`src/rtl/usr_pkg.sv`:
```
// Shared definitions for the universal shift register: mode encodings and
// the shift-counter width helper.
package usr_pkg;

  // Operation select; the encoding is fixed by the i_mode port.
  typedef enum logic [2:0] {
    MODE_HOLD   = 3'b000,
    MODE_SHL    = 3'b001,
    MODE_SHR    = 3'b010,
    MODE_ROL    = 3'b011,
    MODE_ROR    = 3'b100,
    MODE_LOAD   = 3'b101,
    MODE_CLEAR  = 3'b110,
    MODE_INVERT = 3'b111
  } usr_mode_e;

  // Bits needed to hold a step count in 0..width inclusive.
  function automatic int cnt_width(input int width);
    return $clog2(width + 1);
  endfunction

endpackage

```
`src/rtl/d_flip_flop_ar.sv`:
```
// Single-bit rising-edge storage stage with asynchronous active-low reset.
// The reset value is an input so one cell serves both 0- and 1-reset bits.
module d_flip_flop_ar (
  input  logic clk,
  input  logic rst_n,
  input  logic rst_val,
  input  logic d,
  output logic q
);

  // Capture d on the rising edge; reset forces rst_val without a clock.
  always_ff @(posedge clk or negedge rst_n) begin
    if (!rst_n) q <= rst_val;
    else        q <= d;
  end

endmodule

```
`src/rtl/universal_shift_register.sv`:
```
// WIDTH-bit universal shift register: hold, shift, rotate, load, clear and
// invert, plus a saturating count of shift/rotate steps since the last
// load, clear or reset. All state lives in d_flip_flop_ar cells; this module
// only builds the next-state muxes and the derived outputs.
module universal_shift_register
  import usr_pkg::*;
#(
  parameter int               WIDTH       = 8,
  parameter logic [WIDTH-1:0] RESET_VALUE = '0
) (
  input  logic                          i_clk,
  input  logic                          i_rst_n,
  input  logic [2:0]                    i_mode,
  input  logic                          i_ser_l,
  input  logic                          i_ser_r,
  input  logic [WIDTH-1:0]              i_d,
  output logic [WIDTH-1:0]              o_q,
  output logic [WIDTH-1:0]              o_qn,
  output logic                          o_ser_l,
  output logic                          o_ser_r,
  output logic [cnt_width(WIDTH)-1:0]   o_shift_cnt,
  output logic                          o_full_shift
);

  localparam int            CW      = cnt_width(WIDTH);
  localparam logic [CW-1:0] CNT_MAX = CW'(WIDTH);

  // Shift slicing below assumes at least two bits; catch bad widths early.
  if (WIDTH < 2 || WIDTH > 32) begin : g_width_check
    $error("universal_shift_register: WIDTH must be in 2..32");
  end

  usr_mode_e         mode;
  logic [WIDTH-1:0]  q;
  logic [WIDTH-1:0]  q_nxt;
  logic [CW-1:0]     cnt;
  logic [CW-1:0]     cnt_nxt;

  assign mode = usr_mode_e'(i_mode);

  // Data next-state mux: serial inputs and i_d only matter in their own modes.
  always_comb begin
    q_nxt = q;
    case (mode)
      MODE_HOLD:   q_nxt = q;
      MODE_SHL:    q_nxt = {q[WIDTH-2:0], i_ser_r};
      MODE_SHR:    q_nxt = {i_ser_l, q[WIDTH-1:1]};
      MODE_ROL:    q_nxt = {q[WIDTH-2:0], q[WIDTH-1]};
      MODE_ROR:    q_nxt = {q[0], q[WIDTH-1:1]};
      MODE_LOAD:   q_nxt = i_d;
      MODE_CLEAR:  q_nxt = RESET_VALUE;
      MODE_INVERT: q_nxt = ~q;
      default:     q_nxt = q;
    endcase
  end

  // Step counter next state: restart on load/clear, saturate at WIDTH on moves.
  always_comb begin
    cnt_nxt = cnt;
    case (mode)
      MODE_LOAD, MODE_CLEAR: cnt_nxt = '0;
      MODE_SHL, MODE_SHR, MODE_ROL, MODE_ROR: begin
        if (cnt != CNT_MAX) cnt_nxt = cnt + CW'(1);
      end
      default: cnt_nxt = cnt;
    endcase
  end

  // Data storage: one cell per bit, each resetting to its RESET_VALUE bit.
  for (genvar i = 0; i < WIDTH; i++) begin : g_q
    d_flip_flop_ar u_q_ff (
      .clk     (i_clk),
      .rst_n   (i_rst_n),
      .rst_val (RESET_VALUE[i]),
      .d       (q_nxt[i]),
      .q       (q[i])
    );
  end

  // Counter storage: one cell per bit, always resetting to zero.
  for (genvar j = 0; j < CW; j++) begin : g_cnt
    d_flip_flop_ar u_cnt_ff (
      .clk     (i_clk),
      .rst_n   (i_rst_n),
      .rst_val (1'b0),
      .d       (cnt_nxt[j]),
      .q       (cnt[j])
    );
  end

  // Derived outputs depend on registered state only.
  assign o_q          = q;
  assign o_qn         = ~q;
  assign o_ser_l      = q[WIDTH-1];
  assign o_ser_r      = q[0];
  assign o_shift_cnt  = cnt;
  assign o_full_shift = (cnt == CNT_MAX);

endmodule
```
`config.mk`:
```
export PLATFORM = sky130hd
export DESIGN_NAME = universal_shift_register
export DESIGN_NICKNAME = d
export VERILOG_FILES = /design/src/rtl/usr_pkg.sv /design/src/rtl/d_flip_flop_ar.sv /design/src/rtl/universal_shift_register.sv
export SDC_FILE = /design/constraint.sdc
export NUM_CORES = 1
export LEC_CHECK = 0
export CORE_ASPECT_RATIO = 0.8
export CORE_UTILIZATION = 44
export DETAILED_ROUTE_END_ITERATION = 8
export PLACE_DENSITY_LB_ADDON = 0.25
export SYNTH_ARGS = -nofsm -noshare
export SYNTH_HDL_FRONTEND = slang
export SYNTH_SLANG_ARGS = --single-unit
```
`constraint.sdc`:
```
create_clock -name i_clk -period 1.64 [get_ports i_clk]
set_input_delay 0.328 -clock i_clk [delete_from_list [all_inputs] [get_ports i_clk]]
set_output_delay 0.328 -clock i_clk [all_outputs]
set_load 0.1 [all_outputs]
```
# ---- Word-level counts from Yosys, hierarchy flattened
# Cells that the tools add are included.
dict set report word_totals {
  ramBits 0
  inputBits 15
  elab_cells 32
  output_inout_bits 23
  memories 0
  mem_bits_ro 0
  latchBits 0
  reg_bits 12
}
dict set report op_classes {
  order_cmp 0
  n_mux 3
  n_div 0
  n_reduce_logical 5
  add_sub_neg 1
  n_mul 0
  shift 0
  bitwise 1
  eq_ne 10
}
# op n
set ops {}
lappend ops {{case mux 8 bit (7 select lines)} 1}
lappend ops {{== test 3 bit (second input constant)} 4}
lappend ops {{inverter 8 bit} 1}
lappend ops {{case mux 4 bit (2 select lines)} 1}
lappend ops {{== test 3 x 2 -> 1 bit (second input constant)} 2}
lappend ops {{adder 4 x 1 -> 4 bit (second input constant)} 1}
lappend ops {{== test 4 bit (second input constant)} 1}
lappend ops {{two-way mux 4 bit} 1}
lappend ops {{!= test 4 bit (second input constant)} 1}
lappend ops {{OR reduction 4 bit} 1}
lappend ops {{== test 3 x 1 -> 1 bit (second input constant)} 1}
lappend ops {{logical NOT 3 bit} 1}
lappend ops {{!= test 2 bit (second input constant)} 1}
lappend ops {{AND reduction 2 bit} 1}
lappend ops {{nonzero test 2 bit} 1}
lappend ops {{OR reduction 2 bit} 1}

# ---- Longest topological paths before layout
# Gate-level depths: netlist of run 1.
dict set report logic_depth {
  word_depth 4
  depth_mapped 7
  depth_no_buf 6
}

# ---- Worst setup path after synthesis of run 1
# No wires, ideal clock.
dict set report synth_timing {
  kind {flip-flop to flip-flop}
  startpoint {register g_q[0].u_q_ff.q}
  endpoint {register g_q[0].u_q_ff.q}
  path_buffers 0
  required_ns 1.515
  stages_incl_launch_ff 4
  setup_ns 0.125
  setup_slack_ns -0.944
  arrival_time_ns 2.459
  period_less_slack_ns 2.584
  path_cell_list {dfrtp_1 > inv_1 > mux4_2 > mux2_2}
}
dict set report synth_via {
  elab_chain_len 2
}
# element line_no
set synth_rtl {}
lappend synth_rtl {{start: declaration} d_flip_flop_ar.sv:8} ;# output logic q
lappend synth_rtl {{start signal: assignment} d_flip_flop_ar.sv:13} ;# if (!rst_n) q <= rst_val;
lappend synth_rtl {{inverter 8 bit} n/a}
lappend synth_rtl {{named net o_qn[0]} universal_shift_register.sv:18} ;# output logic [WIDTH-1:0] o_qn,
lappend synth_rtl {{case mux 8 bit (7 select lines)} universal_shift_register.sv:44} ;# case (mode)
# The timed path passes the listed nets, and every way through them passes these cells.
# A chain may end at the register's enable or synchronous reset.

# ---- Final worst setup path of run 1
dict set report layout_timing {
  startpoint {register g_cnt[1].u_cnt_ff.q}
  endpoint {output port o_full_shift}
}
dict set report layout_via {
  elab_chain_len 1
}
# element line_no
set layout_rtl {}
lappend layout_rtl {{start: declaration} d_flip_flop_ar.sv:8}
lappend layout_rtl {{start signal: assignment} d_flip_flop_ar.sv:13}
lappend layout_rtl {{== test 4 bit} universal_shift_register.sv:97} ;# assign o_full_shift = (cnt == CNT_MAX);
lappend layout_rtl {{end: declaration} universal_shift_register.sv:22} ;# output logic o_full_shift
# Every way passes these cells.

==> reports/qor.yml, run 1 <==
global_route:
  grt-ovfl-total: 0
  grt_pass1_wl_um: 5223
  grt_pass1_vias: 1064
  grt_max_degree: 13
  antenna_found_initial: 0
  grt_use_total: 0.2755
drt:
  wl_per_cell_um: 18.20
  firstDrtPassIters: 6
  routed_wl_um: 3513
  num_vias: 1115
  drtIter0Drc: 47
  final_antenna_net_count: 0
  drc: 2
  vias_per_cell: 5.777
logic_synthesis:
  yosysSeqAreaShare: 0.2817
  synth_fa_ha_area_frac: 0.02347
  synthArstFlopShare: 1.000
  synth_mux_area_frac: 0.2160
  synth_top_cell_area_share: 0.2817
  netlist_area_mm2: 0.001066
  yosys_register_bits: 12
  synth_edf_count: 0
  synth_warnings: 0
  synthTopCellsByCount: "12 x buf_4, 12 x dfrtp_1, 10 x inv_1, 9 x nor2_1, 7 x a21oi_1"
  yosysUniqueCellTypes: 37
  synthXorXnorAreaFrac: 0.01643
  synthCells: 118
  yosys.area_share.simple: 0.1420
  synth_compound_area_frac: 0.1631
  synth.largest_area_cell: "dfrtp_1"
  synth.top_cells.by_area: "dfrtp_1 28%, mux4_2 11%, buf_4 8.5%"
  syn_nets: 135
  synthFlopType: "dfrtp_1"
  synth_top_family_by_area: "multiplexers"
  syn-mean-instance-area_um2: 9.034
floorplan:
  die_h_um: 46.03
  die_w_um: 57.03
  start_util: 0.4814
  coreArea_mm2: 0.002215
  row_count: 15
  ios: 38
  die_area_mm2: 0.002625
critical_path:
  r2r-start: "g_cnt[1].u_cnt_ff.q$_DFFE_PN0P_"
  crit_type: "flop to output pin"
  worstPathMaxFanout: 2
  cpMaxStageDelayCell: "dfrtp_1"
  end_kind: "output pin"
  cp_cell_sequence: "inv_2, ha_4, and3b_2, buf_6, buf_12"
  worstPathBufferInverterCount: 3
  cp.arrival_ps: 1380
  crit_path_start: "g_cnt[1].u_cnt_ff.q$_DFFE_PN0P_"
  slowest_delay_ps: 400
  r2r_slack_ps: 40
  worstPathRequired_ps: 1310
  cp-start-kind: "flop"
  cp_top_family: "flip-flops"
layout:
  antenna_cells: 0
  fin_nets: 186
  drive_gt1_frac: 0.5000
  syn_to_final_growth_pct: 78.99
  nFillCells: 109
sta:
  hold_viol: 0
  setup_violations: 1
  maxClockFrequency_mhz: 584.4
  skew_ps: 4.633
  relSlewSlack: 0.7966
  maxSlewViolCount: 0
  tns_ps: -71.20
  tightestPinTransition_ps: 304.8
  grt_setup_unrepaired: "true"
  finalCriticalPeriod_ps: 1711
  fin_crit_sh: 1.043
  setup_slack_ps: -71.20
status:
  outcome: "finished with violations"
  violations: "design-rule violations, negative setup slack"
cts:
  clock_path_buffers: 2
  cts_buffers: 3
  cts.sinks: 12
  htreeDepth: 1
  insertion_delay_ps: 300
  cts_tree: "built"
  cts-root-buf: "clkbuf_4"
  cts_hold_buffers: 0
  cts.clk_slew.worst_paths_ps: 90
placement:
  dp_hpwl_um: 2384
  post-place-ws_ps: -293.2
  place_congestion: 0.7970
  port_buffers: 37
power_and_ir_drop:
  power.density_mw_per_mm2: 1565
  leakage_nw: 0.8421
  peakVddDrop_mv: 1.003
run:
  cap_violations: 0
worst_hold_path:
  hold_path_class: "input pin to async pin"
logic make-up (layout without fill, tap and decap cells):
family          Yosys count  count (layout)
compound gates           26              26
mux                      16              16
fa+ha+maj                 2               2
xor+xnor                  2               2
simple gates             29              29
buf+inv                  31              81
flops                    12              12
what timing repair did:
action,in CTS,in global routing
setup buffers,8,0
setup endpoints to repair,1,5
pin swaps,1,0
gates resized for setup,6,6
per-stage QoR:
stage,cells,hold slack (ps),total power [mW],utilization,cell area (um^2)
3_3_place_gp,181,653.0,2.512,0.7960,1763
2_1_floorplan,118,32.41,1.851,-,1106
4_1_cts,193,339.9,2.927,0.8475,1877
5_1_grt,193,341.7,3.073,0.8616,1908
3_5_place_dp,181,658.5,2.564,0.7960,1763
6_report,193,320.3,2.985,0.8616,1908
power by group:
group          total [mW]  internal, mW  switching [mW]
Sequential          0.486         0.375           0.111
Combinational        2.24         0.876            1.36
Clock               0.261         0.136           0.125
layout by cell type (no fill, tap or decap), types with 2 or more instances in the layout:
| cell | instances |
|---|---|
| a21o_1 | 4 |
| a21oi_1 | 7 |
| a311oi_1 | 2 |
| and3_1 | 2 |
| buf_12 | 23 |
| buf_4 | 28 |
| clkbuf_4 | 3 |
| clkdlybuf4s50_1 | 14 |
| clkinvlp_4 | 5 |
| dfrtp_1 | 10 |
| dfrtp_4 | 2 |
| inv_1 | 3 |
| inv_2 | 3 |
| mux2_2 | 3 |
| mux2_4 | 2 |
| mux2i_1 | 5 |
| mux4_2 | 5 |
| nand2_1 | 4 |
| nand3_1 | 4 |
| nor2_1 | 8 |
| nor4b_1 | 2 |
| o211ai_1 | 3 |
| o21ai_0 | 2 |
| o21ai_1 | 2 |
final cells by class:
cell class,count,area (um^2),area share
repair buffers,66,822.0,0.4308
multi-input cells,75,650.6,0.3410
flip-flops and latches,12,307.8,0.1613
inverters,11,60.06,0.03148
clock buffers,4,36.28,0.01902
well taps,25,31.28,0.01639
state kept, by name, summed over array words and instances (netlist names):
register and cells:
g_q.u_q_ff.q 8, g_cnt.u_cnt_ff.q 4
routing by layer:
layer	routed length, um	GRT usage
met5	0	0
met4	129	0.1317
met3	256	0.07386
met2	1682	0.4776
met1	1445	0.3246
final timing paths:
path,cells past startpoint,to
max,5,o_full_shift
min,2,g_q[5].u_q_ff.q$_DFFE_PN0P_
max reg2reg,8,g_cnt[0].u_cnt_ff.q$_DFFE_PN0P_
min reg2reg,3,g_cnt[2].u_cnt_ff.q$_DFFE_PN0P_
max in group asynchronous,2,g_q[7].u_q_ff.q$_DFFE_PN0P_
min in group i_clk,3,g_cnt[2].u_cnt_ff.q$_DFFE_PN0P_
worst register-to-register path, delay by kind of cell (launching register included):
| family | cells | cell delay [ps] |
|---|---|---|
| buf+inv | 3 | 320 |
| simple gates | 2 | 250 |
| flops | 1 | 400 |
| compound gates | 2 | 380 |
| fa+ha+maj | 1 | 120 |
Power figures use the tool's default switching activity.
==> run 2, diff against run 1 <==
--- a/config.mk
+++ b/config.mk
@@ -5,8 +5,9 @@
 export SDC_FILE = /design/constraint.sdc
 export NUM_CORES = 1
 export LEC_CHECK = 0
+export ABC_AREA = 0
 export CORE_ASPECT_RATIO = 0.8
-export CORE_UTILIZATION = 44
+export CORE_UTILIZATION = 40
 export DETAILED_ROUTE_END_ITERATION = 8
 export PLACE_DENSITY_LB_ADDON = 0.25
 export SYNTH_ARGS = -nofsm -noshare
==> constraint.sdc (replaced) <==
create_clock -name i_clk -period 1.55 [get_ports i_clk]
set_input_delay 0.31 -clock i_clk [delete_from_list [all_inputs] [get_ports i_clk]]
set_output_delay 0.31 -clock i_clk [all_outputs]
set_load 0.1 [all_outputs]
==> reports/qor.yml, run 2 (synthesized netlist as in run 1, its figures left out) <==
status:
  outcome: "finished with violations"
  violations: "negative setup slack"
floorplan:
  coreArea_mm2: 0.002482
  ios: 38
  die_h_um: 48.18
  die_area_mm2: 0.002877
  die_w_um: 59.72
  start_util: 0.4294
  row_count: 16
drt:
  drtIter0Drc: 40
  wl_per_cell_um: 15.41
  vias_per_cell: 5.458
  final_antenna_net_count: 0
  drc: 0
  routed_wl_um: 3128
  firstDrtPassIters: 4
  num_vias: 1108
cts:
  htreeDepth: 1
  cts_tree: "built"
  insertion_delay_ps: 280
  cts_buffers: 3
  cts.clk_slew.worst_paths_ps: 80
  clock_path_buffers: 2
  cts.sinks: 12
  cts-root-buf: "clkbuf_4"
sta:
  grt_setup_unrepaired: "true"
  setup_slack_ps: -145.2
  setup_violations: 3
  finalCriticalPeriod_ps: 1695
  relSlewSlack: 0.8143
  fin_crit_sh: 1.094
  maxSlewViolCount: 0
  tightestPinTransition_ps: 278.5
  skew_ps: 6.683
  tns_ps: -196.7
  hold_viol: 0
  maxClockFrequency_mhz: 589.9
  whs_ps: 326.6
power_and_ir_drop:
  power.density_mw_per_mm2: 1600
  internal-power_mw: 1.468
  peakVddDrop_mv: 1.282
  leakage_nw: 0.8509
  swShare: 0.5307
  pwr-share-seq: 0.157
  combPwrFrac: 0.760
  p_clk_frac: 0.083
  p_sw_mw: 1.660
critical_path:
  path_common_cell: "buf_12"
  worstPathRequired_ps: 1240
  worstPathBufferInverterCount: 3
  slowest_delay_ps: 410
  cp-start-kind: "flop"
  cpMaxStageDelayCell: "dfrtp_1"
  crit_path_start: "g_cnt[1].u_cnt_ff.q$_DFFE_PN0P_"
  cp_top_family: "flip-flops"
  end_kind: "output pin"
  cp_cell_sequence: "inv_2, ha_4, and3b_2, buf_12, buf_12"
  crit_type: "flop to output pin"
  worstPathMaxFanout: 2
  cp.arrival_ps: 1390
  r2r-start: "g_cnt[1].u_cnt_ff.q$_DFFE_PN0P_"
placement:
  post-place-ws_ps: -335.6
  dp_hpwl_um: 2296
  place_congestion: 0.8082
  port_buffers: 37
layout:
  final_common_cell: "buf_4"
  syn_to_final_growth_pct: 83.33
  top_register: "g_q.u_q_ff.q"
  antenna_cells: 0
  final_cell_mix: "26 x buf_4, 24 x buf_12, 13 x clkdlybuf4s50_1, 10 x dfrtp_1, 8 x nor2_1"
  largest_reg_flops: 8
  reg_top3: "g_q.u_q_ff.q (8), g_cnt.u_cnt_ff.q (4)"
  drive_gt1_frac: 0.5150
  fin_nets: 185
global_route:
  grt_use_total: 0.2428
  grt_max_degree: 14
  grt-ovfl-total: 0
  grt_pass1_vias: 1071
  grt_pass1_wl_um: 4926
  antenna_found_initial: 0
run:
  cap_violations: 0
worst_hold_path:
  hold_path_class: "input pin to async pin"
[run 2: changes by cell type in the layout (fill, tap and decap cells not counted)]
cell and change:
clkdlybuf4s50_1 -1, nor4b_1 -2, inv_1 -1, nor4b_2 +1, dlymetal6s2s_1 +1, o21ai_0 -1, buf_12 +1, nor4b_4 +1
buf_4 -2, o21ai_1 +1, clkinvlp_4 +1
[run 2: cell type report]
cell class / count / area [um^2]
clock buffer: 4 / 36.28
inverter: 11 / 63.81
timing repair buffer: 65 / 829.5
fill: 184 / 528.0
sequential: 12 / 307.8
multi-input combinational: 75 / 671.9
tap: 36 / 45.04
[run 2: power by group through the flow]
stage | Clock [mW] | Combinational, mW | Sequential [mW]
after global routing | 0.280 | 2.47 | 0.504
after global placement | 0 | 2.22 | 0.490
after detailed placement | 0 | 2.25 | 0.494
final | 0.259 | 2.38 | 0.493
after floorplan | 0 | 1.42 | 0.569
after CTS | 0.263 | 2.30 | 0.489
[run 2: worst paths after layout]
kind	endpoint	slack, ps	cells past startpoint
worst max-delay path	o_full_shift	-150	5
worst min-delay path	g_cnt[3].u_cnt_ff.q$_DFFE_PN0P_	330	2
worst max register to register	g_cnt[0].u_cnt_ff.q$_DFFE_PN0P_	-30	7
worst min register to register	g_cnt[3].u_cnt_ff.q$_DFFE_PN0P_	710	3
max in group asynchronous	g_q[0].u_q_ff.q$_DFFE_PN0P_	1030	2
min in group i_clk	g_cnt[3].u_cnt_ff.q$_DFFE_PN0P_	660	6
[run 2: repair_timing]
item	4_1_cts	5_1_grt
resized for setup	7	6
setup buffers	2	3
pin swaps	1	1
hold buffers	0	0
endpoints found under the setup margin	4	8
[run 2: per-stage QoR]
step	util	total power [mW]	area [um^2]	cells
floorplan	-	1.985	1135	118
global placement	0.7379	2.711	1832	195
detailed placement	0.7379	2.747	1832	195
CTS	0.7676	3.054	1906	201
global route	0.7873	3.254	1954	203
finish	0.7873	3.128	1954	203
[run 2: layer usage]
| metal | wire [um] | track usage |
|---|---|---|
| met5 | 0 | 0 |
| met2 | 1565 | 0.4267 |
| met3 | 188 | 0.06101 |
| met4 | 32 | 0.06047 |
| met1 | 1341 | 0.3068 |
